File: config.mk
export PLATFORM = sky130hd
export DESIGN_NAME = pipe_stage_reg_flat
export DESIGN_NICKNAME = d
export VERILOG_FILES = /design/src/rtl/pipe_stage_reg_pkg.sv /design/src/rtl/pipe_stage_reg_if.sv /design/src/rtl/pipe_stage_reg_sat_counter.sv /design/src/rtl/pipe_stage_reg.sv /design/src/flat_wrapper.sv
export SDC_FILE = /design/constraint.sdc
export NUM_CORES = 1
export LEC_CHECK = 0
export CORE_MARGIN = 8
export CORE_UTILIZATION = 40
export DETAILED_ROUTE_END_ITERATION = 16
export GPL_TIMING_DRIVEN = 0
export PLACE_DENSITY = 0.92
export SETUP_SLACK_MARGIN = 0.15
export SYNTH_ARGS = -nofsm -noshare
export SYNTH_HDL_FRONTEND = slang
export SYNTH_SLANG_ARGS = --single-unit
File: constraint.sdc
create_clock -name clk -period 3.2 [get_ports clk]
set_input_delay 0.8 -clock clk [delete_from_list [all_inputs] [get_ports clk]]
set_output_delay 0.8 -clock clk [all_outputs]
set_load 0.05 [all_outputs]
File: src/rtl/pipe_stage_reg_pkg.sv
// Shared CPU definitions: exception codes, instruction field positions and
// the per-edge action selected by a pipeline stage register.
package cpu_pkg;

  localparam int          CPU_EXC_W      = 5;
  localparam logic [31:0] CPU_HANDLER_PC = 32'h0000_4180;

  // MIPS Cause.ExcCode values; zero means the slot carries no exception
  localparam logic [CPU_EXC_W-1:0] EXC_NONE = 5'd0;
  localparam logic [CPU_EXC_W-1:0] EXC_ADEL = 5'd4;
  localparam logic [CPU_EXC_W-1:0] EXC_ADES = 5'd5;
  localparam logic [CPU_EXC_W-1:0] EXC_SYS  = 5'd8;
  localparam logic [CPU_EXC_W-1:0] EXC_BP   = 5'd9;
  localparam logic [CPU_EXC_W-1:0] EXC_RI   = 5'd10;
  localparam logic [CPU_EXC_W-1:0] EXC_OV   = 5'd12;

  // Instruction word field positions
  localparam int RS_MSB    = 25;
  localparam int RS_LSB    = 21;
  localparam int RT_MSB    = 20;
  localparam int RT_LSB    = 16;
  localparam int IMM_MSB   = 15;
  localparam int INDEX_MSB = 25;

  // What the stage does on a given edge (reset is handled separately)
  typedef enum logic [2:0] {
    ACT_LOAD,
    ACT_BUBBLE,
    ACT_STALL,
    ACT_FLUSH,
    ACT_REQ
  } action_e;

  // Resolve simultaneous controls: req > flush > stall > bubble > load
  function automatic action_e decode_action(input logic req, input logic flush,
                                            input logic stall, input logic bubble);
    if (req)    return ACT_REQ;
    if (flush)  return ACT_FLUSH;
    if (stall)  return ACT_STALL;
    if (bubble) return ACT_BUBBLE;
    return ACT_LOAD;
  endfunction

endpackage

File: src/rtl/pipe_stage_reg_if.sv
// Bundle of control, upstream slot and registered slot signals of one
// pipeline stage register. master drives the upstream side, slave is the stage.
interface pipe_stage_if #(
  parameter int DATA_W = 32,
  parameter int EXC_W  = 5,
  parameter int CNT_W  = 16
);
  logic              req;
  logic              flush;
  logic              stall;
  logic              bubble;
  logic              in_valid;
  logic [31:0]       in_pc;
  logic [31:0]       in_instr;
  logic [EXC_W-1:0]  in_exc;
  logic              in_bd;
  logic [DATA_W-1:0] in_data;

  logic              valid_q;
  logic [31:0]       pc_q;
  logic [31:0]       instr_q;
  logic [EXC_W-1:0]  exc_q;
  logic              bd_q;
  logic [DATA_W-1:0] data_q;
  logic [4:0]        rs_q;
  logic [4:0]        rt_q;
  logic [15:0]       imm16_q;
  logic [25:0]       index26_q;
  logic [CNT_W-1:0]  stall_cnt;

  modport master (
    output req, flush, stall, bubble, in_valid, in_pc, in_instr, in_exc, in_bd, in_data,
    input  valid_q, pc_q, instr_q, exc_q, bd_q, data_q, rs_q, rt_q, imm16_q, index26_q,
           stall_cnt
  );

  modport slave (
    input  req, flush, stall, bubble, in_valid, in_pc, in_instr, in_exc, in_bd, in_data,
    output valid_q, pc_q, instr_q, exc_q, bd_q, data_q, rs_q, rt_q, imm16_q, index26_q,
           stall_cnt
  );
endinterface

File: src/rtl/pipe_stage_reg_sat_counter.sv
// Saturating up-counter with synchronous clear.
module sat_counter #(
  parameter int CNT_W = 16
) (
  input  logic             clk,
  input  logic             clr,
  input  logic             inc,
  output logic [CNT_W-1:0] count
);
  logic [CNT_W-1:0] count_reg;

  // Count up on inc, stick at all-ones, clear has priority
  always_ff @(posedge clk) begin
    if (clr) begin
      count_reg <= '0;
    end else if (inc && (count_reg != '1)) begin
      count_reg <= count_reg + CNT_W'(1);
    end
  end

  assign count = count_reg;
endmodule

File: src/rtl/pipe_stage_reg.sv
// Inter-stage pipeline register of the 5-stage MIPS core. Holds one slot
// (valid, PC, instruction, exception, delay-slot flag, payload) and offers the
// rs/rt/imm16/index26 fields pre-sliced so consumers never re-slice.
module pipe_stage_reg
  import cpu_pkg::*;
#(
  parameter int          DATA_W         = 32,
  parameter int          EXC_W          = CPU_EXC_W,
  parameter logic [31:0] HANDLER_PC     = CPU_HANDLER_PC,
  parameter bit          BUBBLE_KEEP_PC = 1'b1,
  parameter bit          EXC_KILL_INSTR = 1'b1,
  parameter int          CNT_W          = 16
) (
  input  logic       clk,
  input  logic       reset,
  pipe_stage_if.slave bus
);

  action_e act;

  logic              valid_reg, valid_next;
  logic [31:0]       pc_reg, pc_next;
  logic [31:0]       instr_reg, instr_next;
  logic [EXC_W-1:0]  exc_reg, exc_next;
  logic              bd_reg, bd_next;
  logic [DATA_W-1:0] data_reg, data_next;
  logic [4:0]        rs_reg, rt_reg;
  logic [15:0]       imm16_reg;
  logic [25:0]       index26_reg;
  logic [CNT_W-1:0]  stall_cnt;
  logic              cnt_inc;

  // Pick the single action for this edge
  always_comb act = decode_action(bus.req, bus.flush, bus.stall, bus.bubble);

  // Next slot contents for the chosen action
  always_comb begin
    valid_next = valid_reg;
    pc_next    = pc_reg;
    instr_next = instr_reg;
    exc_next   = exc_reg;
    bd_next    = bd_reg;
    data_next  = data_reg;
    case (act)
      ACT_REQ: begin
        valid_next = 1'b0;
        pc_next    = HANDLER_PC;
        instr_next = '0;
        exc_next   = '0;
        bd_next    = 1'b0;
        data_next  = '0;
      end
      ACT_FLUSH: begin
        valid_next = 1'b0;
        pc_next    = '0;
        instr_next = '0;
        exc_next   = '0;
        bd_next    = 1'b0;
        data_next  = '0;
      end
      ACT_STALL: begin
        // hold everything
      end
      ACT_BUBBLE: begin
        // Keeping the incoming PC/bd lets an interrupt taken while the
        // bubble is in flight still report the right restart address.
        valid_next = 1'b0;
        instr_next = '0;
        exc_next   = '0;
        data_next  = '0;
        pc_next    = BUBBLE_KEEP_PC ? bus.in_pc : 32'h0;
        bd_next    = BUBBLE_KEEP_PC ? bus.in_bd : 1'b0;
      end
      default: begin
        valid_next = bus.in_valid;
        pc_next    = bus.in_pc;
        exc_next   = bus.in_exc;
        bd_next    = bus.in_bd;
        data_next  = bus.in_data;
        // A faulting instruction must not execute: turn it into a nop
        if (EXC_KILL_INSTR && (bus.in_exc != '0)) begin
          instr_next = '0;
        end else begin
          instr_next = bus.in_instr;
        end
      end
    endcase
  end

  // Slot register; the field slices are taken from instr_next so they
  // update on the same edge as instr_q
  always_ff @(posedge clk) begin
    if (reset) begin
      valid_reg   <= 1'b0;
      pc_reg      <= '0;
      instr_reg   <= '0;
      exc_reg     <= '0;
      bd_reg      <= 1'b0;
      data_reg    <= '0;
      rs_reg      <= '0;
      rt_reg      <= '0;
      imm16_reg   <= '0;
      index26_reg <= '0;
    end else begin
      valid_reg   <= valid_next;
      pc_reg      <= pc_next;
      instr_reg   <= instr_next;
      exc_reg     <= exc_next;
      bd_reg      <= bd_next;
      data_reg    <= data_next;
      rs_reg      <= instr_next[RS_MSB:RS_LSB];
      rt_reg      <= instr_next[RT_MSB:RT_LSB];
      imm16_reg   <= instr_next[IMM_MSB:0];
      index26_reg <= instr_next[INDEX_MSB:0];
    end
  end

  // Only a genuine stall of a valid slot counts; req/flush win over stall
  assign cnt_inc = (act == ACT_STALL) && valid_reg;

  sat_counter #(
    .CNT_W(CNT_W)
  ) u_stall_cnt (
    .clk  (clk),
    .clr  (reset),
    .inc  (cnt_inc),
    .count(stall_cnt)
  );

  assign bus.valid_q   = valid_reg;
  assign bus.pc_q      = pc_reg;
  assign bus.instr_q   = instr_reg;
  assign bus.exc_q     = exc_reg;
  assign bus.bd_q      = bd_reg;
  assign bus.data_q    = data_reg;
  assign bus.rs_q      = rs_reg;
  assign bus.rt_q      = rt_reg;
  assign bus.imm16_q   = imm16_reg;
  assign bus.index26_q = index26_reg;
  assign bus.stall_cnt = stall_cnt;

endmodule

File: src/flat_wrapper.sv
// flat-port wrapper written by rule: the top's interface ports become plain ports
module pipe_stage_reg_flat import cpu_pkg::*;
#(
  parameter int          DATA_W         = 32,
  parameter int          EXC_W          = CPU_EXC_W,
  parameter logic [31:0] HANDLER_PC     = CPU_HANDLER_PC,
  parameter bit          BUBBLE_KEEP_PC = 1'b1,
  parameter bit          EXC_KILL_INSTR = 1'b1,
  parameter int          CNT_W          = 16
)
  (clk, reset, bus_req, bus_flush, bus_stall, bus_bubble, bus_in_valid, bus_in_pc, bus_in_instr, bus_in_exc, bus_in_bd, bus_in_data, bus_valid_q, bus_pc_q, bus_instr_q, bus_exc_q, bus_bd_q, bus_data_q, bus_rs_q, bus_rt_q, bus_imm16_q, bus_index26_q, bus_stall_cnt);
  pipe_stage_if #(.DATA_W(DATA_W), .EXC_W(EXC_W), .CNT_W(CNT_W)) bus_i ();
  input  logic clk;
  input  logic reset;
  input wire logic [$bits(bus_i.req)-1:0] bus_req;
  input wire logic [$bits(bus_i.flush)-1:0] bus_flush;
  input wire logic [$bits(bus_i.stall)-1:0] bus_stall;
  input wire logic [$bits(bus_i.bubble)-1:0] bus_bubble;
  input wire logic [$bits(bus_i.in_valid)-1:0] bus_in_valid;
  input wire logic [$bits(bus_i.in_pc)-1:0] bus_in_pc;
  input wire logic [$bits(bus_i.in_instr)-1:0] bus_in_instr;
  input wire logic [$bits(bus_i.in_exc)-1:0] bus_in_exc;
  input wire logic [$bits(bus_i.in_bd)-1:0] bus_in_bd;
  input wire logic [$bits(bus_i.in_data)-1:0] bus_in_data;
  output wire logic [$bits(bus_i.valid_q)-1:0] bus_valid_q;
  output wire logic [$bits(bus_i.pc_q)-1:0] bus_pc_q;
  output wire logic [$bits(bus_i.instr_q)-1:0] bus_instr_q;
  output wire logic [$bits(bus_i.exc_q)-1:0] bus_exc_q;
  output wire logic [$bits(bus_i.bd_q)-1:0] bus_bd_q;
  output wire logic [$bits(bus_i.data_q)-1:0] bus_data_q;
  output wire logic [$bits(bus_i.rs_q)-1:0] bus_rs_q;
  output wire logic [$bits(bus_i.rt_q)-1:0] bus_rt_q;
  output wire logic [$bits(bus_i.imm16_q)-1:0] bus_imm16_q;
  output wire logic [$bits(bus_i.index26_q)-1:0] bus_index26_q;
  output wire logic [$bits(bus_i.stall_cnt)-1:0] bus_stall_cnt;
  assign bus_i.req = bus_req;
  assign bus_i.flush = bus_flush;
  assign bus_i.stall = bus_stall;
  assign bus_i.bubble = bus_bubble;
  assign bus_i.in_valid = bus_in_valid;
  assign bus_i.in_pc = bus_in_pc;
  assign bus_i.in_instr = bus_in_instr;
  assign bus_i.in_exc = bus_in_exc;
  assign bus_i.in_bd = bus_in_bd;
  assign bus_i.in_data = bus_in_data;
  assign bus_valid_q = bus_i.valid_q;
  assign bus_pc_q = bus_i.pc_q;
  assign bus_instr_q = bus_i.instr_q;
  assign bus_exc_q = bus_i.exc_q;
  assign bus_bd_q = bus_i.bd_q;
  assign bus_data_q = bus_i.data_q;
  assign bus_rs_q = bus_i.rs_q;
  assign bus_rt_q = bus_i.rt_q;
  assign bus_imm16_q = bus_i.imm16_q;
  assign bus_index26_q = bus_i.index26_q;
  assign bus_stall_cnt = bus_i.stall_cnt;
  pipe_stage_reg #(.DATA_W(DATA_W), .EXC_W(EXC_W), .HANDLER_PC(HANDLER_PC), .BUBBLE_KEEP_PC(BUBBLE_KEEP_PC), .EXC_KILL_INSTR(EXC_KILL_INSTR), .CNT_W(CNT_W)) u_core (.clk(clk), .reset(reset), .bus(bus_i));
endmodule
==> results_dict.tcl, run 1 <==
set metrics [dict create \
    yosysTopAreaCellShare_pct 50.4 \
    ys_warn_count 0 \
    core_area_um2 11500 \
    layout.cells.non_filler 957 \
    cts-root-buf "clkbuf_16" \
    clk_pin_slew_ns 0.06 \
    synth_flop_cell "dfxtp_1" \
    worst_slack_ns 0.328 \
    placed_cells 926 \
    cts_max_level 4 \
    grt_max_degree 17 \
    fp.dieH_um 125 \
    min_period_ns 2.87 \
    cts_resized 0 \
    post-route-util_pct 72.2 \
    start_util_pct 41.3 \
    peakVddDrop_mv 0.284 \
    finalHoldViolations 0 \
    yosysUniqueCellTypes 32 \
    nNetsFinal 912 \
    netlist_top_cells_count "dfxtp_1 (119), nor2_1 (114), a22oi_1 (69)" \
    p_leak_nw 3.12 \
    fmax_mhz 348 \
    num_vias 4818 \
    netlist_area_um2 4730 \
    finalClockSkew_ns 0.00725 \
    synth_seq_cells 119 \
    cp_max_fo 10 \
    portBuffers 278 \
    worstMarginPinSlew_ns 0.709 \
    yosysSeqAreaShare_pct 50.4 \
    cts_buffers 17 \
    cts_tree "done" \
    min_path_type "reg -> reg" \
    outcome "completed" \
    setup.worst_path.end_class "flip-flop" \
    finalSetupViolCount 0 \
    critical_path.slowest_cell "nor3b_2" \
    yosysMostFrequentCell "dfxtp_1" \
    crit_required_ns 3.53 \
    syn_avg_cell_area_um2 9.37 \
    max_cap_violations 0 \
    yosysTopAreaCell "dfxtp_1" \
    worstPathArrival_ns 3.20 \
    antenna_found_initial 0 \
    cp_common_cell "clkbuf_1" \
    synth_area_leaders "dfxtp_1 (50%), a22oi_1 (11%), nor2_1 (9.0%)" \
    grt_pass1_wl_um 27600 \
    crit_path_cell_trace "clkdlybuf4s50_1 -> nor3b_2 -> clkbuf_1 -> clkbuf_1 -> a22oi_1 -> nor2_1" \
    synth_edf_count 0 \
    clock_sinks 119 \
    clk_latency_ns 0.39 \
    hpwl_um 13900 \
    async_flop_share_pct 0 \
    clockBufferDepth 2 \
    area_delta_synth_final_pct 75.1 \
    die-area_um2 15600 \
    ios 280 \
    grt_pass1_vias 5028 \
    place_congestion 0.776 \
    grt-ovfl-total 0 \
    drtAntennaViolNets 0 \
    rsz0062_at_grt "no" \
    post-cts-setup-buffers 0 \
    viasPerCell 5.03 \
    track_usage_pct 22.0 \
    maxSlewHeadroom_pct 52.7 \
    drcViolationCount 0 \
    preCtsSetupSlack_ns -0.176 \
    postPlaceCellArea_um2 7690 \
    start_kind "primary input" \
    cp_slowest_stage_delay_ns 0.64 \
    routed_wl_um 17900 \
    syn-instance-count 505 \
    wl_per_cell_um 18.7 \
    power_density_nw_per_um2 447 \
    fp-row-count 39 \
    first_iter_violations 270 \
    drive_gt1_share_pct 11.5 \
    fin_area_um2 8280 \
    path_class "in -> reg" \
    die_w_um 125 \
    ctsHoldBuffers 0 \
    finalMaxSlewViolations 0 \
    synthesis.nets 615 \
    hold_slack_ns 0.494 \
    period_share_pct 89.7 \
    drtPass1Iterations 5 \
    num_antenna_cells 0 \
]
[layout by cell type (no fill, tap or decap), drive strengths merged, types with 3 or more instances in the layout]
master / Yosys / final
nand3: 5 / 5
or4: 7 / 7
o31ai: 7 / 7
nor3: 3 / 3
nor2b: 4 / 4
clkinv: 0 / 5
mux2: 4 / 4
nand4: 3 / 3
clkdlybuf4s50: 0 / 278
o21ai: 4 / 4
or3: 4 / 4
mux2i: 33 / 33
buf: 63 / 63
nand2: 6 / 6
dfxtp: 119 / 119
nor2: 114 / 114
a22oi: 69 / 69
and4: 4 / 4
clkinvlp: 0 / 4
a21oi: 12 / 12
clkbuf: 27 / 47
inv: 3 / 3
[logic make-up after synthesis]
group	Yosys count	synth area share, %
compound gates	96	14.5
buf+inv	93	11.7
fa+ha+maj	1	0.264
simple gates	159	15.3
mux	37	7.93
flops	119	50.4
[metal layers]
layer	up-vias	GRT usage (%)	wire length [um]
met1	2266	23.7	7100
met2	219	37.9	8760
met3	14	9.28	1810
li1	2319	-	-
met4	0	6.95	205
met5	-	0	0
[final timing paths]
check	from	endpoint	slack [ns]	cells past startpoint
hold / removal	u_core.bus.pc_q[28]$_SDFFE_PP0P_	u_core.bus.pc_q[28]$_SDFFE_PP0P_	0.49	2
setup / recovery	bus_flush	u_core.bus.index26_q[24]$_SDFF_PP0_	0.33	6
hold reg to reg	u_core.bus.pc_q[28]$_SDFFE_PP0P_	u_core.bus.pc_q[28]$_SDFFE_PP0P_	0.49	2
setup reg to reg	u_core.u_stall_cnt.count[0]$_SDFFE_PP0P_	u_core.u_stall_cnt.count[2]$_SDFFE_PP0P_	1.21	7
[worst max-delay path, delay by kind of cell]
kind	cells	cell delay [ns]
AND/OR/NAND/NOR	2	0.77
AO/OA/AOI/OAI	1	0.13
buffers and inverters	3	1.48
[stage by stage]
| step | power, W | TNS, ns |
|---|---|---|
| 2_1_floorplan | 0.00167 | 0 |
| 3_3_place_gp | 0.00186 | -4.45 |
| 3_5_place_dp | 0.00187 | -3.83 |
| 4_1_cts | 0.00372 | 0 |
| 5_1_grt | 0.00381 | 0 |
| 6_report | 0.00370 | 0 |
[area by class of cell]
type,count,area [um^2]
tap,143,179
inverter,3,11.3
timing repair buffer,278,2780
clock inverter,11,126
fill,814,3190
sequential,119,2380
clock buffer,20,457
multi-input combinational,293,1800
buffer,90,543
[report_power, final]
group / switching, W / internal (W)
combinational: 0.000157 / 0.000175
clock: 0.000680 / 0.00118
sequential: 0.00000844 / 0.00150
Note: power is estimated with default switching activity, not from simulation.
==> run 2: changes to the inputs <==
--- a/config.mk
+++ b/config.mk
@@ -7,6 +7,7 @@
 export LEC_CHECK = 0
 export CORE_MARGIN = 8
 export CORE_UTILIZATION = 40
+export CTS_CLUSTER_SIZE = 28
 export DETAILED_ROUTE_END_ITERATION = 16
 export GPL_TIMING_DRIVEN = 0
 export PLACE_DENSITY = 0.92
==> results of run 2 <==
Same layout as run 1: the final DEF is identical, and so are final timing and power.
==> run 3: changes to the inputs <==
--- a/config.mk
+++ b/config.mk
@@ -5,11 +5,11 @@
 export SDC_FILE = /design/constraint.sdc
 export NUM_CORES = 1
 export LEC_CHECK = 0
-export CORE_MARGIN = 8
+export CORE_MARGIN = 3
 export CORE_UTILIZATION = 40
-export CTS_CLUSTER_SIZE = 28
 export DETAILED_ROUTE_END_ITERATION = 16
 export GPL_TIMING_DRIVEN = 0
+export HOLD_SLACK_MARGIN = 0.05
 export PLACE_DENSITY = 0.92
 export SETUP_SLACK_MARGIN = 0.15
 export SYNTH_ARGS = -nofsm -noshare
==> results_dict.tcl, run 3 (synthesized netlist as in run 1, its figures left out) <==
set metrics [dict create \
    grt_pass1_wl_um 24700 \
    grt_max_degree 17 \
    grt_busiest_layer "met2" \
    layout.cells.non_filler 958 \
    core_area_um2 11500 \
    ios 280 \
    drcViolationCount 0 \
    outcome "completed" \
    crit_required_ns 3.53 \
    sw_frac_of_total_pct 21.8 \
    start_util_pct 41.3 \
    p_leak_nw 3.16 \
    finalSetupViolCount 0 \
    wl_per_cell_um 17.0 \
    drive_gt1_share_pct 11.8 \
    power_frac_comb_pct 8.4 \
    worstMarginPinSlew_ns 0.752 \
    min_path_type "reg -> reg" \
    grt.met2_usage_pct 39.8 \
    cp_max_fo 10 \
    preCtsSetupSlack_ns -0.117 \
    final_cell_mix "clkdlybuf4s50_1 (278), dfxtp_1 (119), nor2_1 (114), a22oi_1 (69), buf_4 (53)" \
    placed_cells 926 \
    grt_pass1_vias 4748 \
    routed_wl_um 16200 \
    area_delta_synth_final_pct 76.8 \
    power_density_nw_per_um2 471 \
    clk_latency_ns 0.40 \
    path_class "in -> reg" \
    drtPass1Iterations 6 \
    hpwl_um 12100 \
    cts_buffers 17 \
    rsz0062_at_grt "no" \
    portBuffers 278 \
    final_common_cell "clkdlybuf4s50_1" \
    clk_pin_slew_ns 0.05 \
    finalMaxSlewViolations 0 \
    period_share_pct 86.7 \
    internal_power_w 0.00308 \
    track_usage_pct 23.7 \
    cts-root-buf "clkbuf_16" \
    clockBufferDepth 2 \
    p_clk_share_pct 53.3 \
    fmax_mhz 360 \
    grt_util_met3_pct 8.05 \
    finalHoldViolations 0 \
    max_cap_violations 0 \
    p_sw_w 0.000858 \
    worstPathArrival_ns 3.11 \
    viasPerCell 5.08 \
    drtAntennaViolNets 0 \
    worst_slack_ns 0.425 \
    place_congestion 0.852 \
    clock_sinks 119 \
    cts_resized 0 \
    cts_tree "done" \
    ctsHoldBuffers 0 \
    met1_usage_pct 28.2 \
    die-area_um2 13200 \
    fp-row-count 39 \
    fp.dieH_um 115 \
    sequentialPowerShare_pct 38.2 \
    finalClockSkew_ns 0.00411 \
    setup.worst_path.end_class "flip-flop" \
    start_kind "primary input" \
    maxSlewHeadroom_pct 49.8 \
    die_w_um 115 \
    cts_max_level 4 \
    num_antenna_cells 0 \
    antenna_found_initial 0 \
    grt-ovfl-total 0 \
    min_period_ns 2.77 \
    num_vias 4862 \
    nNetsFinal 912 \
    peakVddDrop_mv 0.289 \
    first_iter_violations 334 \
    post-cts-setup-buffers 0 \
]
-- run 3: routing by layer --
layer  vias to the layer above  share of wire [%]
met3                        29                 10
met1                      2262                 39
li1                       2322                  -
met4                         0                2.3
met5                         -                  0
met2                       249                 49
-- run 3: through the flow --
step | setup TNS, ns | total power, W | util, % | cell area [um^2] | hold slack [ns]
3_5_place_dp | -1.19 | 0.00187 | 67.1 | 7690 | 0.481
3_3_place_gp | -1.50 | 0.00186 | 67.1 | 7690 | 0.473
4_1_cts | 0 | 0.00396 | 72.8 | 8350 | 0.495
2_1_floorplan | 0 | 0.00167 | - | 4730 | 0.712
6_report | 0 | 0.00394 | 73.0 | 8370 | 0.492
5_1_grt | 0 | 0.00406 | 73.0 | 8370 | 0.514
-- run 3: area by class of cell --
cell class,instances,area [um^2]
clock inverters,10,166
inverters,3,11.3
multi-input cells,293,1810
well taps,143,179
repair buffers,278,2780
clock buffers,22,494
plain buffers,90,543
flip-flops and latches,119,2380
fillers,803,3100
-- run 3: power by group through the flow --
stage | Clock [W] | Sequential [W] | Combinational [W]
after floorplan | 0 | 0.00159 | 0.0000833
after global placement | 0 | 0.00154 | 0.000325
after detailed placement | 0 | 0.00154 | 0.000330
after CTS | 0.00212 | 0.00151 | 0.000332
after global routing | 0.00220 | 0.00151 | 0.000353
final | 0.00210 | 0.00151 | 0.000333
-- run 3: worst max-delay path, cell delays in order --
cell and delay, ns:
clkdlybuf4s50_1 0.56, nor3b_4 0.48, clkbuf_1 0.52, clkbuf_1 0.43
a22oi_1 0.15, nor2_1 0.15
-- run 3: final timing paths --
check,endpoint,slack (ns),start,cells after the start
max,u_core.bus.index26_q[21]$_SDFF_PP0_,0.43,bus_flush,6
min,u_core.bus.pc_q[0]$_SDFFE_PP0P_,0.49,u_core.bus.pc_q[0]$_SDFFE_PP0P_,2
max reg2reg,u_core.u_stall_cnt.count[11]$_SDFFE_PP0P_,1.20,u_core.u_stall_cnt.count[2]$_SDFFE_PP0P_,5
min reg2reg,u_core.bus.pc_q[0]$_SDFFE_PP0P_,0.49,u_core.bus.pc_q[0]$_SDFFE_PP0P_,2
